`config.mk`:
```
export PLATFORM = sky130hd
export DESIGN_NAME = wptr_full_flat
export DESIGN_NICKNAME = d
export VERILOG_FILES = /design/src/rtl/fifo_pkg.sv /design/src/rtl/wptr_full_if.sv /design/src/rtl/fifo_gray2bin.sv /design/src/rtl/wptr_full.sv /design/src/flat_wrapper.sv
export SDC_FILE = /design/constraint.sdc
export NUM_CORES = 1
export LEC_CHECK = 0
export CORE_MARGIN = 2
export CORE_UTILIZATION = 49
export CTS_BUF_LIST = sky130_fd_sc_hd__clkbuf_2 sky130_fd_sc_hd__clkbuf_4 sky130_fd_sc_hd__clkbuf_8
export DETAILED_ROUTE_END_ITERATION = 7
export GPL_ROUTABILITY_DRIVEN = 0
export PLACE_DENSITY = 0.88
export SKIP_LAST_GASP = 1
export SYNTH_ARGS = -nofsm -noshare
export SYNTH_HDL_FRONTEND = slang
export SYNTH_SLANG_ARGS = --single-unit
export TNS_END_PERCENT = 30
```
`constraint.sdc`:
```
create_clock -name wclk -period 5.7 [get_ports wclk]
set_input_delay 0.57 -clock wclk [delete_from_list [all_inputs] [get_ports wclk]]
set_output_delay 0.57 -clock wclk [all_outputs]
set_load 0.05 [all_outputs]
```
`src/rtl/fifo_pkg.sv`:
```
// Shared definitions for the dual-clock FIFO pointer controllers (wptr_full, rptr_empty).
package fifo_pkg;

    localparam int DEF_ADDRSIZEL = 4;

    // Zero-extend narrower operands; the conversion is then correct for any width up to 32.
    function automatic logic [31:0] bin2gray(input logic [31:0] bin);
        return bin ^ (bin >> 1);
    endfunction

    function automatic logic [31:0] gray2bin(input logic [31:0] gray);
        logic [31:0] bin;
        bin[31] = gray[31];
        for (int i = 30; i >= 0; i--) begin
            bin[i] = bin[i+1] ^ gray[i];
        end
        return bin;
    endfunction

endpackage

```
`src/rtl/wptr_full_if.sv`:
```
// Write-side FIFO bus: writer request/overflow-clear, synchronised read pointer, RAM port and flags.
interface wptr_full_if import fifo_pkg::*; #(
    parameter int ADDRSIZEL = DEF_ADDRSIZEL
);
    logic                 winc;
    logic [ADDRSIZEL:0]   wq2_rptr;
    logic                 wovf_clr;
    logic                 wen;
    logic [ADDRSIZEL-1:0] waddr;
    logic [ADDRSIZEL:0]   wptr;
    logic                 wfull;
    logic                 walmost_full;
    logic [ADDRSIZEL:0]   wlevel;
    logic                 wovf;

    modport master (
        output winc, wq2_rptr, wovf_clr,
        input  wen, waddr, wptr, wfull, walmost_full, wlevel, wovf
    );

    modport slave (
        input  winc, wq2_rptr, wovf_clr,
        output wen, waddr, wptr, wfull, walmost_full, wlevel, wovf
    );
endinterface

```
`src/rtl/fifo_gray2bin.sv`:
```
// Combinational Gray-to-binary converter (XOR prefix from the MSB), shared by both FIFO pointer controllers.
module fifo_gray2bin #(
    parameter int W = 5
) (
    input  logic [W-1:0] gray,
    output logic [W-1:0] bin
);

    for (genvar i = 0; i < W; i++) begin : g_bit
        assign bin[i] = ^gray[W-1:i];
    end

endmodule

```
`src/rtl/wptr_full.sv`:
```
// Write-domain pointer/flag controller of the dual-clock FIFO: Gray write pointer, RAM write port,
// full/almost-full/level computed against the synchronised read pointer, and a sticky overflow flag.
module wptr_full import fifo_pkg::*; #(
    parameter int ADDRSIZEL    = DEF_ADDRSIZEL,
    parameter int AFULL_THRESH = 12
) (
    input  logic       wclk,
    input  logic       wrst_n,
    wptr_full_if.slave bus
);

    localparam int             PW      = ADDRSIZEL + 1;
    localparam logic [PW-1:0]  AFULL_L = PW'(AFULL_THRESH);

    logic [PW-1:0] wbin_r;
    logic [PW-1:0] wptr_r;
    logic [PW-1:0] wlevel_r;
    logic          wfull_r;
    logic          walmost_full_r;
    logic          wovf_r;

    logic          wen_s;
    logic          ovf_evt_s;
    logic [PW-1:0] wbinnext_s;
    logic [PW-1:0] wgraynext_s;
    logic [PW-1:0] rbin_s;
    logic [PW-1:0] lvl_next_s;
    logic [PW-1:0] full_ptr_s;

    fifo_gray2bin #(.W(PW)) u_rptr_g2b (
        .gray (bus.wq2_rptr),
        .bin  (rbin_s)
    );

    // Next pointer, level and the "read pointer one lap behind" pattern that means full.
    always_comb begin
        wen_s       = bus.winc & ~wfull_r;
        ovf_evt_s   = bus.winc & wfull_r;
        wbinnext_s  = wbin_r + {{ADDRSIZEL{1'b0}}, wen_s};
        wgraynext_s = PW'(bin2gray(32'(wbinnext_s)));
        lvl_next_s  = wbinnext_s - rbin_s;
        full_ptr_s  = {~bus.wq2_rptr[ADDRSIZEL -: 2], bus.wq2_rptr[ADDRSIZEL-2:0]};
    end

    // Pointer and flag registers; a new overflow takes priority over a clear in the same cycle.
    always_ff @(posedge wclk) begin
        if (!wrst_n) begin
            wbin_r         <= '0;
            wptr_r         <= '0;
            wlevel_r       <= '0;
            wfull_r        <= 1'b0;
            walmost_full_r <= 1'b0;
            wovf_r         <= 1'b0;
        end else begin
            wbin_r         <= wbinnext_s;
            wptr_r         <= wgraynext_s;
            wlevel_r       <= lvl_next_s;
            wfull_r        <= (wgraynext_s == full_ptr_s);
            walmost_full_r <= (lvl_next_s >= AFULL_L);
            wovf_r         <= ovf_evt_s | (wovf_r & ~bus.wovf_clr);
        end
    end

    assign bus.wen          = wen_s;
    assign bus.waddr        = wbin_r[ADDRSIZEL-1:0];
    assign bus.wptr         = wptr_r;
    assign bus.wfull        = wfull_r;
    assign bus.walmost_full = walmost_full_r;
    assign bus.wlevel       = wlevel_r;
    assign bus.wovf         = wovf_r;

endmodule

```
`src/flat_wrapper.sv`:
```
// flat-port wrapper written by rule: the top's interface ports become plain ports
module wptr_full_flat import fifo_pkg::*;
#(
    parameter int ADDRSIZEL    = DEF_ADDRSIZEL,
    parameter int AFULL_THRESH = 12
)
  (wclk, wrst_n, bus_winc, bus_wq2_rptr, bus_wovf_clr, bus_wen, bus_waddr, bus_wptr, bus_wfull, bus_walmost_full, bus_wlevel, bus_wovf);
  wptr_full_if #(.ADDRSIZEL(ADDRSIZEL)) bus_i ();
  input  logic wclk;
  input  logic wrst_n;
  input wire logic [$bits(bus_i.winc)-1:0] bus_winc;
  input wire logic [$bits(bus_i.wq2_rptr)-1:0] bus_wq2_rptr;
  input wire logic [$bits(bus_i.wovf_clr)-1:0] bus_wovf_clr;
  output wire logic [$bits(bus_i.wen)-1:0] bus_wen;
  output wire logic [$bits(bus_i.waddr)-1:0] bus_waddr;
  output wire logic [$bits(bus_i.wptr)-1:0] bus_wptr;
  output wire logic [$bits(bus_i.wfull)-1:0] bus_wfull;
  output wire logic [$bits(bus_i.walmost_full)-1:0] bus_walmost_full;
  output wire logic [$bits(bus_i.wlevel)-1:0] bus_wlevel;
  output wire logic [$bits(bus_i.wovf)-1:0] bus_wovf;
  assign bus_i.winc = bus_winc;
  assign bus_i.wq2_rptr = bus_wq2_rptr;
  assign bus_i.wovf_clr = bus_wovf_clr;
  assign bus_wen = bus_i.wen;
  assign bus_waddr = bus_i.waddr;
  assign bus_wptr = bus_i.wptr;
  assign bus_wfull = bus_i.wfull;
  assign bus_walmost_full = bus_i.walmost_full;
  assign bus_wlevel = bus_i.wlevel;
  assign bus_wovf = bus_i.wovf;
  wptr_full #(.ADDRSIZEL(ADDRSIZEL), .AFULL_THRESH(AFULL_THRESH)) u_core (.wclk(wclk), .wrst_n(wrst_n), .bus(bus_i));
endmodule
```
==> impl_results.md <==
- Status: finished clean
- Clock sink count: 17
- Instance count of the mapped netlist: 79
- Drt pass-1 iters: 4
- R2R Path Start: u_core.bus.wfull
- Post-Syn Area per Cell: 10.5 um2
- Worst EP required: between 5 and 6 ns
- Height of the die: roughly 45 um
- Post-layout minimum cycle time: about 3.3 ns
- Root buffer cell: clkbuf_4
- Mux cell area share after synthesis: 0%
- R2R depth: 7
- Placed standard-cell area: around 0.0011 mm2
- Setup CP Type: input port to flop
- Clock Path Buffers: 2
- CP startpoint: bus_wq2_rptr[2]
- Post-synthesis compound-gate area fraction: 5.11%
- Final instance area: 0.00114 mm2
- Starting Density: between 50% and 60%
- Final Setup Violations: 0
- Drt total wl: about 1600 um
- Hold Violations, Final: 0
- Largest family of logic cells by synthesized area: XOR/XNOR gates
- H-tree levels: 1
- Simple-gate share of the synthesized area: between 15 and 20%
- Max Cap Viol: 0
- NumNets Final: 123
- Setup TNS: 0 ns
- Via count: 627
- Pleak: 0.475 nW
- Crit-path max FO: 3
- Layout cells sized above 1: 9.26%
- Worst-skew pair later-pin latency: 0.28 ns
- Port bufs: 26
- Worst Setup EP: u_core.bus.wlevel[4]
- Core Util, Final: about 73%
- Starting DRT DRC Count: 3
- Die width: ~45 um
- Antenna-violating nets left: 0
- Distinct cells, synth: 23
- Final WS setup: 2.41 ns
- Global Route Usage Sum: around a fifth
- Unrepaired setup endpoints after global routing: false
- Total CTS buffers: 3
- Ports: 27
- XOR/XNOR Fraction of Synth Area: between 20% and 30%
- CTS resizes: 0
- Wire per inst: roughly 13 um
- Tcrit/Tclk final: between 50% and 60%
- Power per cell area: 323 mW/mm2
- CTS tree: yes
- Yosys reg bits: 17
- # Post-CTS Setup Buffers: 0
- Sequential cell area fraction in the yosys report: 40.8%
- Slew Limit Fails: 0
- Rel. slew slack: 60.5%
- Slew of the pin with the lowest slew margin: about 0.6 ns
- Vias per cell: 5.06
- Post-Place Setup Slack: 2.11 ns
- Max Freq: 304 MHz
- Row Count: 14
- Area of the core: between 0.0015 and 0.002 mm2
- R2R Path End: u_core.bus.wlevel[4]
- Global route overflow: 0
- Fill cells: 122
- Hold wc startpoint: u_core.bus.wovf
- Clock transition at the registers of the reported paths: 0.10 ns
- Cts hold-fix bufs: 0
- Setup crit start kind: input port
- Number of remaining DRC errors: 0
- Vias in the first global route: 599
- CP endpoint kind: flop
- Antenna violations before repair: 0
- Crit path DAT: 3.48 ns
- Slack of the worst reg-to-reg path: 3.40 ns
- Post-Syn Nets: 93
- Adder-cell area share of the yosys netlist: 11.1%
- Worst vdd ir: 0.000179 V
- Hold Path Class: flop to flop
- First-pass GRT wire length: 2680 um
- Yosys warning total: 0
- Hold path depth: 2
- Largest net degree at the start of global routing: 12
- Die Area: 0.00205 mm2
- Area growth syn-to-layout: 36.8%
- Total power: around 370 uW
- Clk_skew: 0.00849 ns
- N_diodes: 0
- HPWL Detailed: 1250 um
- Mapped Area: about 830 um2
==> routing by layer <==
metal  GRT usage [%]  share of wire (%)  up-vias
met5               0                  0        -
met1            22.2                 46      290
met3            3.60                3.9        2
li1                -                  -      313
met4            8.82                1.2        0
met2            32.6                 49       22
==> critical path, cell delays in order <==
cell and delay (ns):
clkdlybuf4s50_1 0.55, xnor3_1 0.46, xor2_1 0.32, xnor2_1 0.17
ha_1 0.17, inv_1 0.07, fa_1 0.44, maj3_2 0.34
a21oi_2 0.15, xnor2_1 0.09, and2_1 0.17
==> worst min path at each step <==
stage | slack, ns | end
2_1_floorplan | 0.69 | u_core.bus.wovf
4_1_cts | 0.48 | u_core.bus.wovf
5_1_grt | 0.50 | u_core.bus.wovf
3_3_place_gp | 0.46 | u_core.bus.wovf
3_5_place_dp | 0.47 | u_core.bus.wovf
6_report | 0.47 | u_core.bus.wovf
==> sequential cells by signal, summed over array words and instances, names as in the netlist <==
register and flops:
u_core.bus.walmost_full 1, u_core.wbin_r 4, u_core.bus.wovf 1, u_core.bus.wfull 1
u_core.bus.wlevel 5, u_core.bus.wptr 5
==> Yosys cell counts <==
cell	count	area, um2
dfxtp_1	17	340
xnor2_1	10	87.6
xor2_1	10	87.6
and2_1	7	43.8
nor2_1	6	22.5
ha_1	4	50.1
inv_1	4	15.0
nand2_1	3	11.3
a21oi_1	2	10.0
maj3_2	2	22.5
nand3_1	2	10.0
a2111oi_2	1	15.0
a21oi_2	1	8.76
and3b_1	1	8.76
clkbuf_1	1	3.75
fa_1	1	20.0
nand2b_1	1	6.26
nand3_2	1	10.0
nor2b_1	1	6.26
o2bb2ai_1	1	8.76
or3_1	1	6.26
xnor2_2	1	16.3
xnor3_1	1	22.5
==> through the flow <==
step                      cells  hold WS [ns]
after floorplan              79         0.688
after global placement      120         0.457
after detailed placement    120         0.468
after CTS                   124         0.481
after global routing        124         0.501
final                       124         0.471
==> kinds of logic after synthesis <==
group	Yosys count
AND/OR/NAND/NOR	23
XOR/XNOR	22
flip-flops	17
adder cells (fa/ha/maj)	7
AO/OA/AOI/OAI	5
buffers and inverters	5
==> cell usage in the layout (no fill, tap or decap) <==
| cell | netlist | final |
|---|---|---|
| clkdlybuf4s50_1 | 0 | 26 |
| xor2_1 | 10 | 10 |
| nand2b_1 | 1 | 1 |
| fa_1 | 1 | 1 |
| clkbuf_4 | 0 | 4 |
| a21oi_2 | 1 | 1 |
| dfxtp_1 | 17 | 17 |
| a21oi_1 | 2 | 2 |
| and3b_1 | 1 | 1 |
| o2bb2ai_1 | 1 | 1 |
| nand3_2 | 1 | 1 |
| nand2_1 | 3 | 3 |
| or3_1 | 1 | 1 |
| a2111oi_2 | 1 | 1 |
| xnor2_1 | 10 | 10 |
| nor2b_1 | 1 | 1 |
| maj3_2 | 2 | 2 |
| inv_1 | 4 | 4 |
| nand3_1 | 2 | 2 |
| and2_1 | 7 | 7 |
| ha_1 | 4 | 4 |
| xnor2_2 | 1 | 1 |
| xnor3_1 | 1 | 1 |
| nor2_1 | 6 | 6 |
==> power by group <==
part	switching, mW	internal (mW)	leakage, nW
logic	0.0996	0.0623	0.317
registers	0.00497	0.134	0.140
clock network	0.0354	0.0319	0.0184
==> final cells by class <==
cell class              instances  area (um2)  area share [%]
multi-input cells              57         474            41.6
flip-flops and latches         17         340            29.9
repair buffers                 26         260            22.8
clock buffers                   4        30.0            2.63
well taps                      16        20.0            1.76
inverters                       4        15.0            1.32
Power figures use the tool's default switching activity.
